===== src/rtl/exc_ctrl.sv =====
// ----------------------------------------------------------------------------
// exc_ctrl
//
// Exception / ERET sequencing controller sitting between write-back, CP0 and
// fetch. When the instruction in WB raises an interrupt, an exception or is
// an ERET, the controller cancels its register-file write, issues one commit
// strobe to CP0, holds a pipeline-wide flush for FLUSH_CYCLES extra cycles and
// then hands the redirect PC to fetch through a valid/ready handshake.
//
// Parameters
//   EXC_ENTRY     exception vector PC
//   FLUSH_CYCLES  cycles flush is held after the commit cycle (0 allowed)
//
// Ports
//   clk, resetn        clock, asynchronous active-low reset
//   ws_valid           WB holds a valid instruction
//   ws_exc/ws_exccode  WB synchronous exception and its ExcCode
//   ws_eret            WB instruction is ERET
//   ws_bd              WB instruction sits in a branch delay slot
//   ws_pc/ws_badvaddr  WB PC and faulting address
//   int_pending        enabled, unmasked interrupt from CP0
//   cp0_epc            current CP0 EPC (ERET target)
//   ws_cancel          combinational WB write suppress
//   exc_commit         one-cycle strobe, CP0 takes exc_code/epc/bd/badvaddr
//   exc_code/exc_epc/exc_bd/exc_badvaddr  last latched exception record
//   eret_commit        one-cycle strobe, CP0 clears EXL
//   flush              flush all pipeline stages
//   redirect_valid/redirect_pc/redirect_ready  redirect handshake to fetch
//   busy               controller is not idle
// ----------------------------------------------------------------------------
module exc_ctrl #(
  parameter logic [31:0] EXC_ENTRY    = 32'hBFC0_0380,
  parameter int unsigned FLUSH_CYCLES = 2
) (
  input  logic        clk,
  input  logic        resetn,
  input  logic        ws_valid,
  input  logic        ws_exc,
  input  logic [4:0]  ws_exccode,
  input  logic        ws_eret,
  input  logic        ws_bd,
  input  logic [31:0] ws_pc,
  input  logic [31:0] ws_badvaddr,
  input  logic        int_pending,
  input  logic [31:0] cp0_epc,
  output logic        ws_cancel,
  output logic        exc_commit,
  output logic [4:0]  exc_code,
  output logic [31:0] exc_epc,
  output logic        exc_bd,
  output logic [31:0] exc_badvaddr,
  output logic        eret_commit,
  output logic        flush,
  output logic        redirect_valid,
  output logic [31:0] redirect_pc,
  input  logic        redirect_ready,
  output logic        busy
);

  // Counter only needs to hold FLUSH_CYCLES; keep at least one bit so the
  // FLUSH_CYCLES=0 build still has a legal (unused) register.
  localparam int unsigned CNT_W = (FLUSH_CYCLES < 2) ? 1 : $clog2(FLUSH_CYCLES + 1);
  localparam logic [CNT_W-1:0] CNT_LOAD = CNT_W'(FLUSH_CYCLES);
  localparam logic [CNT_W-1:0] CNT_ONE  = CNT_W'(1);

  typedef enum logic [1:0] {
    IDLE     = 2'd0,
    COMMIT   = 2'd1,
    FLUSH    = 2'd2,
    REDIRECT = 2'd3
  } state_t;

  state_t           state;
  logic [CNT_W-1:0] cnt;

  logic is_idle;
  logic trap_p0;
  logic evt_p0;

  // EPC points at the branch when the faulting instruction is in its delay
  // slot; the subtraction wraps modulo 2^32 on purpose.
  function automatic logic [31:0] epc_of(input logic bd, input logic [31:0] pc);
    return bd ? (pc - 32'd4) : pc;
  endfunction

  // Stage p0: event detection on the WB instruction (combinational).
  // Interrupts and exceptions cancel the write-back; ERET does not.
  assign is_idle   = (state == IDLE);
  assign trap_p0   = ws_valid & (int_pending | ws_exc);
  assign evt_p0    = is_idle & ws_valid & (int_pending | ws_exc | ws_eret);
  assign ws_cancel = is_idle & trap_p0;

  // Stage p1: sequencing FSM, all outputs registered.
  always_ff @(posedge clk or negedge resetn) begin
    if (!resetn) begin
      state          <= IDLE;
      cnt            <= '0;
      exc_commit     <= 1'b0;
      eret_commit    <= 1'b0;
      exc_code       <= 5'd0;
      exc_epc        <= 32'd0;
      exc_bd         <= 1'b0;
      exc_badvaddr   <= 32'd0;
      flush          <= 1'b0;
      redirect_valid <= 1'b0;
      redirect_pc    <= 32'd0;
      busy           <= 1'b0;
    end else begin
      // Commit strobes are single-cycle: they only survive the COMMIT cycle.
      exc_commit  <= 1'b0;
      eret_commit <= 1'b0;
      case (state)
        IDLE: begin
          if (evt_p0) begin
            state        <= COMMIT;
            busy         <= 1'b1;
            flush        <= 1'b1;
            exc_commit   <= trap_p0;
            eret_commit  <= ~trap_p0;
            exc_code     <= int_pending ? 5'd0 : ws_exccode;
            exc_epc      <= epc_of(ws_bd, ws_pc);
            exc_bd       <= ws_bd;
            exc_badvaddr <= ws_badvaddr;
            redirect_pc  <= trap_p0 ? EXC_ENTRY : cp0_epc;
          end
        end
        COMMIT: begin
          if (FLUSH_CYCLES > 0) begin
            state <= FLUSH;
            cnt   <= CNT_LOAD;
          end else begin
            state          <= REDIRECT;
            flush          <= 1'b0;
            redirect_valid <= 1'b1;
          end
        end
        FLUSH: begin
          if (cnt == CNT_ONE) begin
            state          <= REDIRECT;
            cnt            <= '0;
            flush          <= 1'b0;
            redirect_valid <= 1'b1;
          end else begin
            cnt <= cnt - CNT_ONE;
          end
        end
        REDIRECT: begin
          if (redirect_ready) begin
            state          <= IDLE;
            redirect_valid <= 1'b0;
            busy           <= 1'b0;
          end
        end
      endcase
    end
  end

endmodule


===== config.mk =====
export PLATFORM = sky130hd
export DESIGN_NAME = exc_ctrl
export DESIGN_NICKNAME = d
export VERILOG_FILES = /design/src/rtl/exc_ctrl.sv
export SDC_FILE = /design/constraint.sdc
export NUM_CORES = 1
export LEC_CHECK = 0
export BUFFER_PORTS_ARGS = -buffer_cell sky130_fd_sc_hd__buf_4
export CELL_PAD_IN_SITES_DETAIL_PLACEMENT = 2
export CELL_PAD_IN_SITES_GLOBAL_PLACEMENT = 2
export CORE_MARGIN = 10
export CORE_UTILIZATION = 29
export DETAILED_ROUTE_END_ITERATION = 16
export MAX_ROUTING_LAYER = met4
export PLACE_DENSITY = 0.85
export SYNTH_ARGS = -nofsm -noshare
export SYNTH_HDL_FRONTEND = slang
export SYNTH_SLANG_ARGS = --single-unit

===== constraint.sdc =====
create_clock -name clk -period 5.3 [get_ports clk]
set_input_delay 0.795 -clock clk [delete_from_list [all_inputs] [get_ports clk]]
set_output_delay 0.795 -clock clk [all_outputs]
set_load 0.05 [all_outputs]

# Yosys cells after proc, flatten, opt, wreduce, memory -nomap -nowiden
# Index checks and enable logic that the tools add are counted.
[op_classes] add_sub_neg=2 div=0 n_eq_ne=7 order_cmp=0 multipliers=0 n_shift=0 n_reduce_logical=10 n_mux=20 bitwise_logic=7
[ops] cell="$mux 32" n=2
[ops] cell="$sub 32x3->32 const B" n=1
[ops] cell="$reduce_and 3->1" n=4
[ops] cell="$mux 1" n=8
[ops] cell="$mux 2" n=4
[ops] cell="$pmux 2 s4" n=1
[ops] cell="$reduce_bool 2->1" n=4
[ops] cell="$pmux 1 s2" n=3
[ops] cell="$mux 5" n=1
[ops] cell="$and 1x1->1" n=4
[ops] cell="$eq 2x1->1 const B" n=2
[ops] cell="$eq 2x2->1 const B" n=2
[ops] cell="$ne 2x2->1 const B" n=2
[ops] cell="$pmux 2 s2" n=1
[ops] cell="$logic_not 2->1" n=1
[ops] cell="$ne 2x1->1 const B" n=1
[ops] cell="$or 1x1->1" n=2
[ops] cell="$reduce_and 2->1" n=1
[ops] cell="$sub 2x1->2 const B" n=1
[ops] cell="$not 1->1" n=1
[word_totals] ff_bits=111 word_cells=58 rom_bits=0 latch_bits=0 n_memories=0 ramBits=0

# Logic depth before layout (Yosys ltp)
# Gate-level depths: netlist of run 1.
[depth] ltp_word=5 mapped_depth=8 mapped_depth_nobuf=7

# Worst setup path before layout of run 1
# Ideal clock, no wire load.
[synth_path] path_type="input to register" startpoint="input port ws_pc[3]" endpoint="register exc_epc[17]" arrival_time_ns=2.217 slack_ns=2.957 setup_ns=0.127 cell_stages=5 path_cell_list="or4b_4 or2_4 or4_1 xor2_1 o21ai_2"
[synth_via] elab_chain_cells=2
[synth_rtl] item="start, declared" line="42" text="input logic [31:0] ws_pc,"
[synth_rtl] item="$sub 32x3->32" line="83" text="return bd ? (pc - 32'd4) : pc;"
[synth_rtl] item="$mux 32" line="83"
[synth_rtl] item="end signal, assigned" line="121" text="exc_epc <= epc_of(ws_bd, ws_pc);"
[synth_rtl] item="end, declared" line="49" text="output logic [31:0] exc_epc,"
# No other way between the ends.
# A chain may end at the register's enable or synchronous reset.

# Worst setup path in the final report of run 1
[layout_path] startpoint="input port int_pending" endpoint="register redirect_pc[20]"
[layout_via] elab_chain_cells=4
[layout_rtl] item="start, declared" line="44" text="input logic int_pending,"
[layout_rtl] item="$or 1x1->1 (*)" line="89, 90"
[layout_rtl] item="$or 1x1->1" line="90" text="assign evt_p0 = is_idle & ws_valid & (int_pending | ws_exc | ws_eret);"
[layout_rtl] item="$and 1x1->1" line="90"
[layout_rtl] item="$reduce_and 2->1 (no line)"
[layout_rtl] item="end signal, assigned" line="124" text="redirect_pc <= trap_p0 ? EXC_ENTRY : cp0_epc;"
[layout_rtl] item="end, declared" line="55" text="output logic [31:0] redirect_pc,"
# Every way passes the cells marked *; elsewhere a longest branch is shown, timed or not.

==> flow_metrics.py, run 1 <==
metrics = {
    "yosys": {
        "yosysSeqAreaShare": 0.590,
        "ys_warn_count": 0,
        "ys_seq_elements": 111,
        "synth_area_mm2": 0.00470,
        "synthesis.instances": 472,
        "synth_fp_nets": 587,
        "post_synth.cell_area_avg_um2": 9.97,
        "synth.distinct_cells": 34,
    },
    "worst_setup_path": {
        "worstPathArrival_ns": 2.98,
        "path_buf_inv": 2,
        "critical-path-top-delay-family": "simple AND/OR/NAND/NOR gates",
        "crit_required_ns": 5.58,
        "rrSetupSlack_ns": 2.70,
        "start_kind": "input pin",
        "crit_path_max_fanout": 21,
        "setup.worst_path.start": "int_pending",
        "r2r-start": "state[1]$_DFFE_PN0P_",
        "reg2reg_depth": 7,
        "slowest_delay_ns": 0.77,
        "crit_slowest_cell": "inv_1",
        "path_cells": "buf_4 > nor2_1 > nand4_1 > inv_1 > a22o_1",
        "worst-path-stages": 5,
        "end_kind": "flop",
        "crit_type": "input pin to flop",
    },
    "finish": {
        "fin_nets": 793,
        "fillers": 1739,
        "n_antenna_cell": 0,
        "multi_input_area_mm2": 0.00181,
        "post-route-util": 0.433,
        "final_layout_size_suffix_gt1_frac": 0.353,
        "syn_to_final_growth_pct": 46.1,
        "regArea_mm2": 0.00278,
    },
    "place": {
        "portBuffers": 216,
        "dp_hpwl_um": 14400,
        "globalplace.congestion": 0.846,
    },
    "route": {
        "drc": 0,
        "drtIter0Drc": 155,
        "routed_wl_um": 18700,
        "detail-route-antenna-nets": 0,
        "post_drt_wl_per_cell_um": 20.8,
        "via_per_inst": 4.78,
        "first_pass_iters": 4,
        "dr_total_vias": 4298,
    },
    "die": {
        "num_io_pins": 217,
        "die_w_um": 147,
        "die-area_mm2": 0.0217,
        "floorplan.die.height_um": 147,
        "placementRows": 46,
        "core_area_mm2": 0.0159,
        "start_util": 0.296,
    },
    "clocking": {
        "numCtsBuffers": 9,
        "postCtsSetupBuffers": 0,
        "h-tree-depth": 3,
        "ctsResizeCount": 0,
        "cts_hold_buf": 0,
        "cts_buffer_depth": 2,
        "insertion_delay_ns": 0.35,
        "cts_tree": "built",
        "cts-root-buf": "clkbuf_16",
        "clk_pin_slew_worst_paths_ns": 0.07,
        "cts_sinks": 111,
    },
    "sta": {
        "fmax_ghz": 0.370,
        "skew_ns": 0.00787,
        "min_period_ns": 2.70,
        "hold_viol_final": 0,
        "tightest_slew_ns": 1.20,
        "min_period_over_period": 0.509,
        "fin_tns_setup_ns": 0,
        "slew_violations": 0,
        "max_slew_margin": 0.202,
        "rsz0062_at_grt": "false",
        "setup-violations-final": 0,
    },
    "power": {
        "p_leak_nw": 3.44,
        "ir_worst_vdd_mv": 0.223,
        "cellPowerDensity_mw_per_mm2": 661,
    },
    "grt": {
        "antenna_found_initial": 0,
        "grt_overflow": 0,
        "grt_pass1_wl_um": 29300,
        "grtUsageTotal": 0.176,
        "grt_max_degree": 123,
        "grt_pass1_vias": 4952,
    },
    "worst_hold_path": {
        "worstHoldPathCells": 2,
        "holdCritPathClass": "flop to flop",
        "min_from": "exc_code[3]$_DFFE_PN0P_",
    },
    "status": {
        "status": "finished, final reports clean",
    },
    "job": {
        "max-cap-violations": 0,
    },
}
Yosys cell counts:
master,n,area share
nor3_1,9,0.0096
o21ai_2,1,0.0019
o21ai_1,1,0.0011
a21oi_1,2,0.0021
o21ai_0,37,0.039
nor2_1,12,0.0096
xor2_1,19,0.035
inv_1,12,0.0096
nor3_2,1,0.0021
or4_1,3,0.0048
nand4b_1,2,0.0037
mux2i_1,1,0.0021
xnor2_1,9,0.017
and2_1,2,0.0027
clkbuf_1,23,0.018
a22o_1,21,0.039
dfrtp_1,111,0.59
or2_4,1,0.0019
o22ai_1,1,0.0013
nand3b_1,7,0.011
nand4_1,4,0.0053
nand4bb_1,1,0.0024
a221oi_1,1,0.0019
nand3_1,7,0.0074
a31oi_1,1,0.0013
and4b_1,1,0.0021
a21o_1,1,0.0016
o22a_1,12,0.022
or3_1,1,0.0013
and4bb_2,1,0.0027
nand2_1,156,0.12
nor4_1,4,0.0053
or4b_4,1,0.0029
ha_1,6,0.016
final cells by class:
| cell class | instances | share of cell area |
|---|---|---|
| well taps | 216 | 0.0393 |
| inverters | 12 | 0.00655 |
| flip-flops and latches | 111 | 0.404 |
| clock inverters | 6 | 0.0133 |
| clock buffers | 10 | 0.0348 |
| repair buffers | 218 | 0.238 |
| multi-input cells | 326 | 0.264 |
report_power, final:
part	total [mW]	internal [mW]	switching, mW
sequential	1.39	1.18	0.212
clock	0.757	0.431	0.327
combinational	2.40	0.663	1.74
total	4.55	2.27	2.27
path summary, 6_finish.rpt:
path                                                    end
max in group asynchronous            exc_epc[4]$_DFFE_PN0P_
min in group asynchronous       exc_badvaddr[8]$_DFFE_PN0P_
worst max register to register         state[0]$_DFFE_PN0P_
worst min-delay path                exc_code[3]$_DFFE_PN0P_
worst max-delay path            redirect_pc[20]$_DFFE_PN0P_
worst min register to register      exc_code[3]$_DFFE_PN0P_
metrics by stage:
stage          area (um2)  hold WS, ns  power, mW  setup slack [ns]  instances
2_1_floorplan        4700        0.499       2.93              2.96        472
3_3_place_gp         6540        0.455       3.74              2.41        883
3_5_place_dp         6540        0.470       3.85              2.16        883
4_1_cts              6870        0.487       4.62              2.54        899
5_1_grt              6870        0.508       4.83              2.35        899
6_report             6870        0.478       4.55              2.60        899
registers in the layout, summed over array words and instances, names as in the netlist:
| register | count |
|---|---|
| exc_epc | 32 |
| redirect_valid | 1 |
| exc_bd | 1 |
| flush | 1 |
| exc_badvaddr | 32 |
| cnt | 2 |
| redirect_pc | 32 |
| state | 2 |
| exc_commit | 1 |
| exc_code | 5 |
| busy | 1 |
| eret_commit | 1 |
cells by family after synthesis:
| kind of cell | Yosys count | share of synthesized area |
|---|---|---|
| and+or+nand+nor | 213 | 0.199 |
| DFF | 111 | 0.590 |
| muxes | 1 | 0.00213 |
| AOI/OAI and AO/OA | 78 | 0.112 |
| adders and majority gates | 6 | 0.0160 |
| xor gates and xnor gates | 28 | 0.0521 |
| buffers and inverters | 35 | 0.0279 |
worst min-delay path: stages (launching register included):
cell and delay, ns:
dfrtp_1 0.35, nand2_1 0.05, nand2_1 0.05
layer usage:
metal	track usage	wire, um	vias to the layer above	share of wire
li1	-	-	1986	-
met5	-	0	-	0
met3	0.0590	1430	20	0.077
met4	0.0426	251	0	0.013
met2	0.287	9130	163	0.49
met1	0.204	7860	2129	0.42
layout by cell type, fill, tap and decap left out, types with 2 or more instances in the layout:
master | netlist | layout
a22o_1 | 21 | 21
buf_4 | 0 | 218
nor3_1 | 9 | 9
o22a_1 | 12 | 12
or4_1 | 3 | 3
and2_1 | 2 | 2
nand3_1 | 7 | 7
bufinv_16 | 0 | 2
xnor2_1 | 9 | 9
nor4_1 | 4 | 4
nand4b_1 | 2 | 2
ha_1 | 6 | 6
inv_1 | 12 | 12
o21ai_0 | 37 | 37
nand4_1 | 4 | 4
nand3b_1 | 7 | 7
clkinv_4 | 0 | 2
dfrtp_1 | 111 | 111
clkbuf_16 | 0 | 9
nor2_1 | 12 | 12
xor2_1 | 19 | 19
nand2_1 | 156 | 156
Power figures use the tool's default switching activity.
==> run 2: changes to the inputs <==
- ABC_AREA: default -> 1
- CORE_UTILIZATION: 29 -> 26
- PLACE_DENSITY: 0.85 -> 0.79
- clock period: 5.3 -> 2.5 ns (I/O delays scaled with it)
==> run 2 against run 1 <==
Clock skew hardly changed. Critical endpoint is now ws_cancel. Clock power is 100% higher. Global-route usage is 0.85 points lower. Non-clock buffer count is 9 higher. Flip-flop and latch count stayed put. Combinational power is 150% higher. Synthesized cell count is 26% higher. Worst hold slack worse by 0.26 ns.
==> flow_metrics.py, run 2 <==
metrics = {
    "status": {
        "status": "finished, final reports clean",
    },
    "worst_setup_path": {
        "slowest_delay_ns": 0.40,
        "path_cells": "inv_1 > ha_1 > nand2_1 > nor2_1 > buf_4",
        "crit_slowest_cell": "dfrtp_1",
        "path_buf_inv": 2,
        "start_kind": "flop",
        "crit_required_ns": 2.12,
        "critical-path-top-delay-family": "flip-flops",
        "end_kind": "primary output",
        "worstPathArrival_ns": 1.64,
        "crit_path_max_fanout": 3,
        "crit_type": "flop to primary output",
    },
    "power": {
        "intPower_mw": 5.12,
        "clkPwrFrac": 0.146,
        "combPwrFrac": 0.559,
        "p_seq_frac": 0.295,
        "ir_worst_vdd_mv": 0.422,
        "p_switching_mw": 5.40,
        "p_leak_nw": 3.82,
        "p_sw_frac": 0.513,
        "cellPowerDensity_mw_per_mm2": 1440,
        "finalPower_mw": 10.5,
    },
    "sta": {
        "min_period_over_period": 0.807,
        "setup-violations-final": 0,
        "skew_ns": 0.00770,
        "setup_ws_ns": 0.484,
        "tightest_slew_ns": 0.414,
        "max_slew_margin": 0.724,
        "whs_ns": 0.215,
        "fmax_ghz": 0.496,
        "hold_viol_final": 0,
        "fin_tns_setup_ns": 0,
        "min_period_ns": 2.02,
        "rsz0062_at_grt": "false",
        "slew_violations": 0,
    },
    "yosys": {
        "synthesis.instances": 593,
        "ys_seq_elements": 111,
        "ys_warn_count": 0,
        "yosys.area_share.simple": 0.266,
        "async_reset_ff_frac": 1.00,
        "synth_area_mm2": 0.00503,
        "synth_fp_nets": 708,
        "synthMuxAreaShare": 0,
        "synthFlopType": "dfrtp_1",
        "synth_top_family_by_area": "simple AND/OR/NAND/NOR gates",
        "yosysSeqAreaShare": 0.552,
        "synth_edf_count": 0,
        "ys_top_cells_by_count": "217 x nand2_1, 111 x dfrtp_1, 58 x nor2_1",
        "synth_xor_area_frac": 0.0122,
        "synth-compound-area-share": 0.101,
        "synth.most_common_cell": "nand2_1",
        "synth.distinct_cells": 25,
        "yosysTopAreaCellShare": 0.552,
        "post_synth.cell_area_avg_um2": 8.49,
        "netlist.top_cell.by_area": "dfrtp_1",
        "synth.area.top_cells": "dfrtp_1 55%, nand2_1 16%, nor2_1 4.3%, nand3_1 4.1%, a22o_1 3.5%",
        "synthAdderAreaFrac": 0.0149,
    },
    "route": {
        "detail-route-antenna-nets": 0,
        "routed_wl_um": 20900,
        "drc": 0,
        "via_per_inst": 4.63,
        "post_drt_wl_per_cell_um": 19.4,
        "dr_total_vias": 4973,
        "first_pass_iters": 4,
        "drtIter0Drc": 181,
    },
    "finish": {
        "regArea_mm2": 0.00278,
        "multi_input_area_mm2": 0.00199,
        "final_common_cell": "buf_4",
        "mostFrequentLayoutCells": "225 x buf_4, 217 x nand2_1, 111 x dfrtp_1",
        "syn_to_final_growth_pct": 44.9,
        "fin_nets": 925,
        "top_regs": "exc_badvaddr (32), exc_epc (32), redirect_pc (32)",
        "final_layout_size_suffix_gt1_frac": 0.308,
        "stdcell_count": 1075,
        "n_antenna_cell": 0,
        "finalInstanceArea_mm2": 0.00730,
        "fillers": 2167,
        "post-route-util": 0.386,
    },
    "place": {
        "dp_hpwl_um": 16800,
        "pre_cts_ws_ns": 0.599,
        "globalplace.congestion": 0.853,
        "dp_cells": 1058,
        "portBuffers": 216,
        "dpl_cell_area_mm2": 0.00697,
    },
    "job": {
        "max-cap-violations": 0,
    },
    "clocking": {
        "insertion_delay_ns": 0.36,
        "postCtsSetupBuffers": 0,
        "h-tree-depth": 3,
        "cts_tree": "built",
        "cts_sinks": 111,
        "cts_buffer_depth": 2,
        "numCtsBuffers": 9,
        "clk_pin_slew_worst_paths_ns": 0.08,
        "cts-root-buf": "clkbuf_16",
    },
    "worst_hold_path": {
        "holdCritPathClass": "input pin to flop",
    },
    "grt": {
        "antenna_found_initial": 0,
        "grt_pass1_vias": 5756,
        "grt_pass1_wl_um": 33200,
        "grtUsageTotal": 0.167,
        "grt_overflow": 0,
        "grt_max_degree": 55,
    },
    "die": {
        "core_area_mm2": 0.0189,
        "die-area_mm2": 0.0253,
        "num_io_pins": 217,
        "die_w_um": 159,
        "floorplan.die.height_um": 159,
        "start_util": 0.266,
        "placementRows": 50,
    },
}
==> run 2: cell count changes in the layout (fill, tap and decap cells not counted), sizes merged, moves of 7 or more <==
cell / previous run / this run
nand2: 156 / 218
nor2: 12 / 62
inv: 13 / 48
nand3: 7 / 41
o21ai: 39 / 21
xor2: 19 / 5
buf: 218 / 226
nor3: 10 / 2
a21oi: 2 / 9
nand3b: 7 / 0
xnor2: 9 / 2
==> run 2: layer usage <==
metal	wire length, um	vias to the layer above	share of wire	global-route usage
met3	1060	14	0.051	0.0374
li1	-	2337	-	-
met5	0	-	0	-
met1	9740	2457	0.47	0.208
met2	9910	165	0.47	0.273
met4	176	0	0.0084	0.0337
==> run 2: power by group through the flow <==
stage	Clock, mW	Sequential [mW]	Combinational, mW
final	1.54	3.10	5.88
after global routing	1.67	3.21	6.25
after CTS	1.59	3.11	5.98
after detailed placement	0	3.13	5.97
after global placement	0	3.08	5.80
after floorplan	0	5.73	1.18
==> run 2: area by class of cell <==
type,count,area share
flip-flops and latches,111,0.381
well taps,260,0.0446
repair buffers,227,0.236
clock inverters,6,0.0105
inverters,46,0.0237
clock buffers,10,0.0328
multi-input cells,415,0.272
==> run 2: final timing paths <==
kind	from	to	slack, ns	cells past startpoint
min reg2reg	exc_badvaddr[11]$_DFFE_PN0P_	exc_badvaddr[11]$_DFFE_PN0P_	0.48	2
max	state[0]$_DFFE_PN0P_	ws_cancel	0.48	5
min in group asynchronous	resetn	redirect_pc[5]$_DFFE_PN0P_	0.49	2
min	ws_badvaddr[22]	exc_badvaddr[22]$_DFFE_PN0P_	0.22	3
max reg2reg	state[0]$_DFFE_PN0P_	state[1]$_DFFE_PN0P_	0.60	10
max in group asynchronous	resetn	exc_epc[10]$_DFFE_PN0P_	1.24	3
==> run 2: cell families after synthesis <==
kind of cell	Yosys count
AND/OR/NAND/NOR	331
flip-flops	111
AO/OA/AOI/OAI	71
buffers and inverters	67
XOR/XNOR	7
adder cells (fa/ha/maj)	6
==> run 2: timing repair <==
item / in CTS / in global routing
hold endpoints to repair: 28 / 0
gates resized for setup: 0 / 0
hold buffers: 1 / 0
==> run 2: worst min-delay path, stage by stage <==
cell and delay [ns]:
buf_4 0.08, nand2_1 0.04, nand2_1 0.05
